`config.mk`:
```
export PLATFORM = sky130hd
export DESIGN_NAME = boreal_norm_scheduler
export DESIGN_NICKNAME = d
export VERILOG_FILES = /design/src/rtl/boreal_norm_scheduler.sv
export SDC_FILE = /design/constraint.sdc
export NUM_CORES = 1
export LEC_CHECK = 0
export BUFFER_PORTS_ARGS = -buffer_cell sky130_fd_sc_hd__buf_2
export CAP_MARGIN = 20
export CORE_AREA = 2 2 305 307
export CTS_BUF_LIST = sky130_fd_sc_hd__clkbuf_8 sky130_fd_sc_hd__clkbuf_16
export DETAILED_ROUTE_END_ITERATION = 8
export DIE_AREA = 0 0 307 309
export SETUP_SLACK_MARGIN = 0.3
export SKIP_LAST_GASP = 1
export SYNTH_ARGS = -nofsm -noshare
export SYNTH_HDL_FRONTEND = slang
export SYNTH_SLANG_ARGS = --single-unit
```
`constraint.sdc`:
```
create_clock -name clk -period 3.4 [get_ports clk]
set_input_delay 0.51 -clock clk [delete_from_list [all_inputs] [get_ports clk]]
set_output_delay 0.51 -clock clk [all_outputs]
set_load 0.05 [all_outputs]
```
`src/rtl/boreal_norm_scheduler.sv`:
```
// Round-robin frame scheduler in front of a shared feature normalizer.
// Three requesters, one frame in flight, EMA lock gated by warm-up count.
module boreal_norm_scheduler #(
   parameter int WARMUP_FRAMES = 64,
   parameter int TIMEOUT_CYC   = 64
) (
   input  logic         clk,
   input  logic         rst,
   input  logic [2:0]   req_valid,
   input  logic [383:0] req_data,
   output logic [2:0]   req_ready,
   input  logic         ctrl_active,
   output logic         norm_valid,
   output logic [127:0] norm_features,
   output logic         norm_lock,
   input  logic         norm_done,
   input  logic [127:0] norm_result,
   output logic         res_valid,
   input  logic         res_ready,
   output logic [127:0] res_data,
   output logic [1:0]   res_tag,
   output logic         timeout_err,
   output logic         warm
);

   localparam logic [1:0] S_IDLE = 2'd0;
   localparam logic [1:0] S_WAIT = 2'd1;
   localparam logic [1:0] S_OUT  = 2'd2;

   localparam logic [7:0] TMAX = 8'(TIMEOUT_CYC - 1);
   localparam logic [7:0] WMAX = 8'(WARMUP_FRAMES);
   localparam logic [7:0] WPRE = 8'(WARMUP_FRAMES - 1);

   logic [1:0] state;
   logic [1:0] rr_ptr;
   logic [7:0] timer;
   logic [7:0] frames;
   logic [1:0] tag;

   logic [1:0]   cand0;
   logic [1:0]   cand1;
   logic [1:0]   cand2;
   logic [1:0]   gnt;
   logic         any_req;
   logic [127:0] gnt_data;

   function automatic logic [1:0] nxt(input logic [1:0] p);
      return (p == 2'd2) ? 2'd0 : p + 2'd1;
   endfunction

   function automatic logic pick(
      input logic [2:0] v,
      input logic [1:0] i
   );
      logic r;
      r = 1'b0;
      unique case (i)
         2'd0:    r = v[0];
         2'd1:    r = v[1];
         default: r = v[2];
      endcase
      return r;
   endfunction

   // Search order starts at rr_ptr and wraps modulo 3.
   always_comb begin
      any_req = |req_valid;
      cand0   = rr_ptr;
      cand1   = nxt(rr_ptr);
      cand2   = nxt(cand1);
      if (pick(req_valid, cand0)) begin
         gnt = cand0;
      end else if (pick(req_valid, cand1)) begin
         gnt = cand1;
      end else begin
         gnt = cand2;
      end
   end

   always_comb begin
      gnt_data = req_data[127:0];
      unique case (gnt)
         2'd1:    gnt_data = req_data[255:128];
         2'd2:    gnt_data = req_data[383:256];
         default: gnt_data = req_data[127:0];
      endcase
   end

   always_ff @(posedge clk) begin
      if (rst) begin
         state         <= S_IDLE;
         rr_ptr        <= '0;
         timer         <= '0;
         frames        <= '0;
         tag           <= '0;
         req_ready     <= '0;
         norm_valid    <= 1'b0;
         norm_features <= '0;
         norm_lock     <= 1'b0;
         res_valid     <= 1'b0;
         res_data      <= '0;
         res_tag       <= '0;
         timeout_err   <= 1'b0;
         warm          <= 1'b0;
      end else begin
         req_ready   <= '0;
         norm_valid  <= 1'b0;
         timeout_err <= 1'b0;
         case (state)
            S_IDLE: begin
               if (any_req) begin
                  req_ready     <= 3'b001 << gnt;
                  norm_valid    <= 1'b1;
                  norm_features <= gnt_data;
                  norm_lock     <= ctrl_active & warm;
                  tag           <= gnt;
                  timer         <= '0;
                  rr_ptr        <= nxt(gnt);
                  state         <= S_WAIT;
               end
            end
            S_WAIT: begin
               // A done that lands on the last timer cycle still wins.
               if (norm_done) begin
                  res_data  <= norm_result;
                  res_tag   <= tag;
                  res_valid <= 1'b1;
                  state     <= S_OUT;
                  if (frames != WMAX) begin
                     frames <= frames + 8'd1;
                  end
                  if (frames == WPRE) begin
                     warm <= 1'b1;
                  end
               end else if (timer == TMAX) begin
                  timeout_err <= 1'b1;
                  state       <= S_IDLE;
               end else begin
                  timer <= timer + 8'd1;
               end
            end
            S_OUT: begin
               if (res_ready) begin
                  res_valid <= 1'b0;
                  state     <= S_IDLE;
               end
            end
            default: state <= S_IDLE;
         endcase
      end
   end

endmodule

```
### Yosys cells after proc, flatten, opt, wreduce, memory -nomap -nowiden

Index checks and enable logic that the tools add are counted.

* register bits: 288
* word-level logic and storage cells: 80

* multiplexer cells: 23
* add/sub/neg operators: 5
* bitwise operators: 4
* shift operators: 1
* reductions and logical operators: 16
* eq/ne operators: 17

Operators by type and width (count)
* $pmux W128 S2: 1
* $mux W8: 3
* $mux W2: 9
* $add A8 B1 Y8 const B: 2
* $eq A8 B6 Y1 const B: 2
* $pmux W8 S2: 1
* $reduce_and A3 Y1: 4
* $ne A2 B2 Y1 const B: 5
* $reduce_or A3 Y1: 3
* $eq A2 B1 Y1 const B: 4
* $eq A2 B2 Y1 const B: 4
* $ne A8 B7 Y1 const B: 1
* $add A2 B1 Y2 const B: 3
* $logic_not A2 Y1: 3
* $pmux W1 S2: 3
* $pmux W2 S3: 1
* $mux W1: 5
* $reduce_and A2 Y1: 2
* $reduce_and A4 Y1: 1
* $reduce_bool A2 Y1: 2
* $ne A3 B3 Y1 const B: 1
* $not A1 Y1: 3
* $shl A1 B2 Y3 const A: 1
* $reduce_or A2 Y1: 1
* $and A1 B1 Y1: 1

### Longest topological paths before layout

* word-level depth: 9
* depth in mapped cells: 12
* mapped depth without buffers: 9

### Worst setup path after synthesis

OpenSTA, ideal clock, no wires.

* path kind: input-to-reg
* start: input port req_valid[2]
* end: register norm_features[117]
* stages on the path: 11
* slack: 0.624 ns
* arrival: 2.659 ns
* setup time: 0.118 ns
* data required time: 3.282 ns
* cell sequence: mux2_2 > a221oi_2 > inv_1 > ha_1 > buf_2 > buf_2 > buf_2 > clkbuf_1 > nand2_1 > o21ai_0 > o21ai_1

* longest elaborated chain between the ends: 6
* elaborated cells on any way between the ends: 10
* classes of those cells: eq/ne (2); mux (6); reduce/logical (2)

RTL lines
* start, declared: line 9 `input logic [2:0] req_valid,`
* $pmux W1 S2: line 57 `unique case (i)`
* $mux W1: line 71 `if (pick(req_valid, cand0)) begin`
* $mux W2: line 73 `end else if (pick(req_valid, cand1)) begin`
* $mux W2 *: line 71
* named net gnt[0]: line 43 `logic [1:0] gnt;`
* $eq A2 B2 Y1 or $eq A2 B1 Y1 (tied branches): line 82 `unique case (gnt)`
* $pmux W128 S2 *: line 82
* end signal, assigned: line 114 `norm_features <= gnt_data;`
* end, declared: line 14 `output logic [127:0] norm_features,`

The timed path passes the listed nets; every way through them passes the cells marked *. The select of a mux whose other input is x is not followed.
A chain may end at the register's enable or synchronous reset.

### Final worst setup path

* start: register rr_ptr[0], in the netlist cand0[0]
* end: register norm_features[47]

* longest elaborated chain between the ends: 9
* elaborated cells on any way between the ends: 18
* classes of those cells: add/sub (2); eq/ne (6); mux (8); reduce/logical (2)

RTL lines
* start, declared: line 35 `logic [1:0] rr_ptr;`
* start signal, assigned: line 118 `rr_ptr <= nxt(gnt);`
* $add A2 B1 Y2 or $eq A2 B2 Y1 (tied branches): line 48 `return (p == 2'd2) ? 2'd0 : p + 2'd1;`
* $mux W2: line 48
* $eq A2 B1 Y1 or $logic_not A2 Y1 (tied branches): line 57
* $pmux W1 S2: line 57
* $mux W1: line 71
* $mux W2: line 73
* $mux W2 *: line 71
* named net gnt[0]: line 43
* $eq A2 B2 Y1 or $eq A2 B1 Y1 (tied branches): line 82
* $pmux W128 S2 *: line 82

Marked as above.

==> results.ini <==
[worst_setup_path]
crit_chain=inv_1 > mux2_2 > a221oi_2 > inv_1 > ha_4 > buf_12 > buf_4 > nand2_1 > o21ai_0 > o21ai_0
path_class=register to register
start_kind=register
cpMaxStageDelayCell=ha_4
critPathRequiredTime_ps=3840
worstPathArrival_ps=3120
cp_slowest_stage_delay_ps=530
cp-end-kind=register
cp_max_fo=58

[yosys]
syn_area_per_cell_sq_um=7.64
yosys_register_bits=288
synth-simple-area-share_pct=19.2
syn_inst=1571
synth_mux_area_share_pct=0.260
synth_edf_count=0
ys_types=48
synth_xor_area_share_pct=0.438
yosysWarnings=0
syn_nets=2098
synth_top_family_by_area=compound AO/OA/AOI/OAI gates
syn-cell-area_sq_mm=0.0120
ys.flop_type=dfxtp_1
synthAdderAreaFrac_pct=0.729
synthArstFlopShare_pct=0
synth_compound_area_share_pct=25.8
ys_seq_area_share_pct=48.0

[placed_design]
gp_congestion=0.861
pre_cts_ws_ps=434
dp.cells=3441
placed_area_sq_mm=0.0172
port_buffers=785
dp_hpwl_mm=53.6

[drt]
vias=14100
drtIter0Drc=935
totalWireLength_mm=68.4
wire_per_inst_um=19.3
route.detailed.drc=0
drtAntennaViolNets=0
first_pass_iters=5
avgViaCountPerCell=4.00

[pwr]
power_per_cell_area_mw_per_mm2=651
peakVddDrop_mv=0.382
p_leak_nw=8.35
finalPower_w=0.0122

[floorplan]
num_rows=111
fp.dieW_um=307
ios=786
die_h_um=309
core_area_sq_mm=0.0914
start_util_pct=13.1
die_area_sq_mm=0.0949

[min_path]
hold_path_class=primary input to register

[global_route]
grt_pass1_vias=13200
grt_pass1_wl_mm=93.8
antenna_found_initial=71
grt_max_degree=86
overflow=0
grtUsageTotal_pct=13.6

[final_layout]
area_growth_pct=56.1
layout_common_cells=784 x buf_2, 531 x nand2_1, 288 x dfxtp_1
layoutNonFillerInstCount=3536
layout_commonest_cell=buf_2
fillers=10400
nNetsFinal=2822
drive_gt1_share_pct=38.4
design_area_sq_mm=0.0188

[timing]
rsz0062_at_grt=no
skew_ps=25.7
period_needed_ps=2670
slew-limit-headroom_pct=36.1
slew_viol_final=0
finalHoldViolCount=0
period_share_pct=78.6
max_clock_freq_ghz=0.374
setup_ws_ps=727
setup_violations=0
finalSetupTns_ps=0
tightest_slew_ps=959

[clock_network]
numCtsBuffers=38
ctsHoldBuffers=0
cts_tree=built
path_clk_slew_ps=60
clock_sinks=288
clk_latency_ps=560
clockBufferDepth=3
cts_resized=0
cts_root_buf=clkbuf_16
cts_max_level=2
cts_setup_buffers=0

[outcome]
status=finished, final reports clean

[run]
cap_viol_max_count=0

where the power goes:
part | internal (W) | switching [W]
logic | 0.000984 | 0.00263
clock network | 0.00299 | 0.00168
registers | 0.00374 | 0.000195
total | 0.00771 | 0.00450
stage by stage:
step	hold slack, ps	util, %
global route	144	20.5
floorplan	432	-
finish	182	20.5
detailed placement	434	18.8
CTS	118	20.4
global placement	429	18.8
critical path, delay by kind of cell, from the launching register on:
| family | cells | cell delay [ps] |
|---|---|---|
| and+or+nand+nor | 1 | 80 |
| muxes | 1 | 270 |
| adders and majority gates | 1 | 530 |
| AOI/OAI and AO/OA | 3 | 460 |
| DFF | 1 | 370 |
| buffers and inverters | 4 | 760 |
metal layers:
metal	part of all wire [%]	up-vias	global-route usage, %	routed length, um
met2	46	674	21.9	31500
li1	-	6871	-	-
met5	0.39	-	0	264
met1	39	6387	15.6	27000
met4	3.9	42	6.63	2650
met3	10	171	5.69	7030
flip-flops by register name, indices dropped and copies added, names as in the netlist:
signal,count
res_data,128
timer,8
state,2
req_ready,3
warm,1
timeout_err,1
frames,8
cand0,2
norm_valid,1
norm_features,128
norm_lock,1
res_tag,2
tag,2
res_valid,1
area by class of cell:
type / instances / area, sq um / area share [%]
clock buffer: 45 / 1060 / 5.64
tap: 1186 / 1480 / 7.91
multi-input combinational: 1146 / 5640 / 30.1
sequential: 288 / 5770 / 30.7
inverter: 7 / 26.3 / 0.140
timing repair buffer: 814 / 4310 / 23.0
antenna: 26 / 65.1 / 0.347
clock inverter: 24 / 403 / 2.15
path summary, 6_finish.rpt:
kind,from,to,slack [ps],cells after the start
worst max-delay path,cand0[0]$_SDFFE_PP0P_,norm_features[47]$_SDFFE_PP0P_,730,10
worst min-delay path,norm_result[52],res_data[52]$_SDFFE_PP0P_,180,3
worst max register to register,cand0[0]$_SDFFE_PP0P_,norm_features[47]$_SDFFE_PP0P_,730,10
worst min register to register,norm_features[5]$_SDFFE_PP0P_,norm_features[5]$_SDFFE_PP0P_,440,2
Yosys cell counts (2+ instances only):
cell	instances	area, sq um
nand2_1	531	1990
a22oi_1	128	961
clkbuf_1	70	263
buf_1	5	18.8
ha_1	7	87.6
o41ai_1	2	17.5
nand3_1	5	25.0
buf_2	32	160
o21a_1	2	15.0
dfxtp_1	288	5770
o311ai_1	2	17.5
o21ai_0	174	871
a21oi_1	141	706
inv_1	6	22.5
xnor2_1	3	26.3
nor3b_1	2	15.0
nor3_1	8	40.0
mux2i_1	2	20.0
o21ai_1	86	430
buf_4	9	67.6
buf_6	10	113
nand2_2	2	12.5
and3_1	3	18.8
or3_1	5	31.3
clkbuf_2	4	20.0
xor2_1	3	26.3
nand2b_1	2	12.5
nand4_1	4	25.0
nor2_1	16	60.1
logic make-up after synthesis:
kind of cell / Yosys count
AO/OA/AOI/OAI: 543
XOR/XNOR: 6
adder cells (fa/ha/maj): 7
buffers and inverters: 137
flip-flops: 288
multiplexers: 3
AND/OR/NAND/NOR: 587
Note: power is estimated with default switching activity, not from simulation.
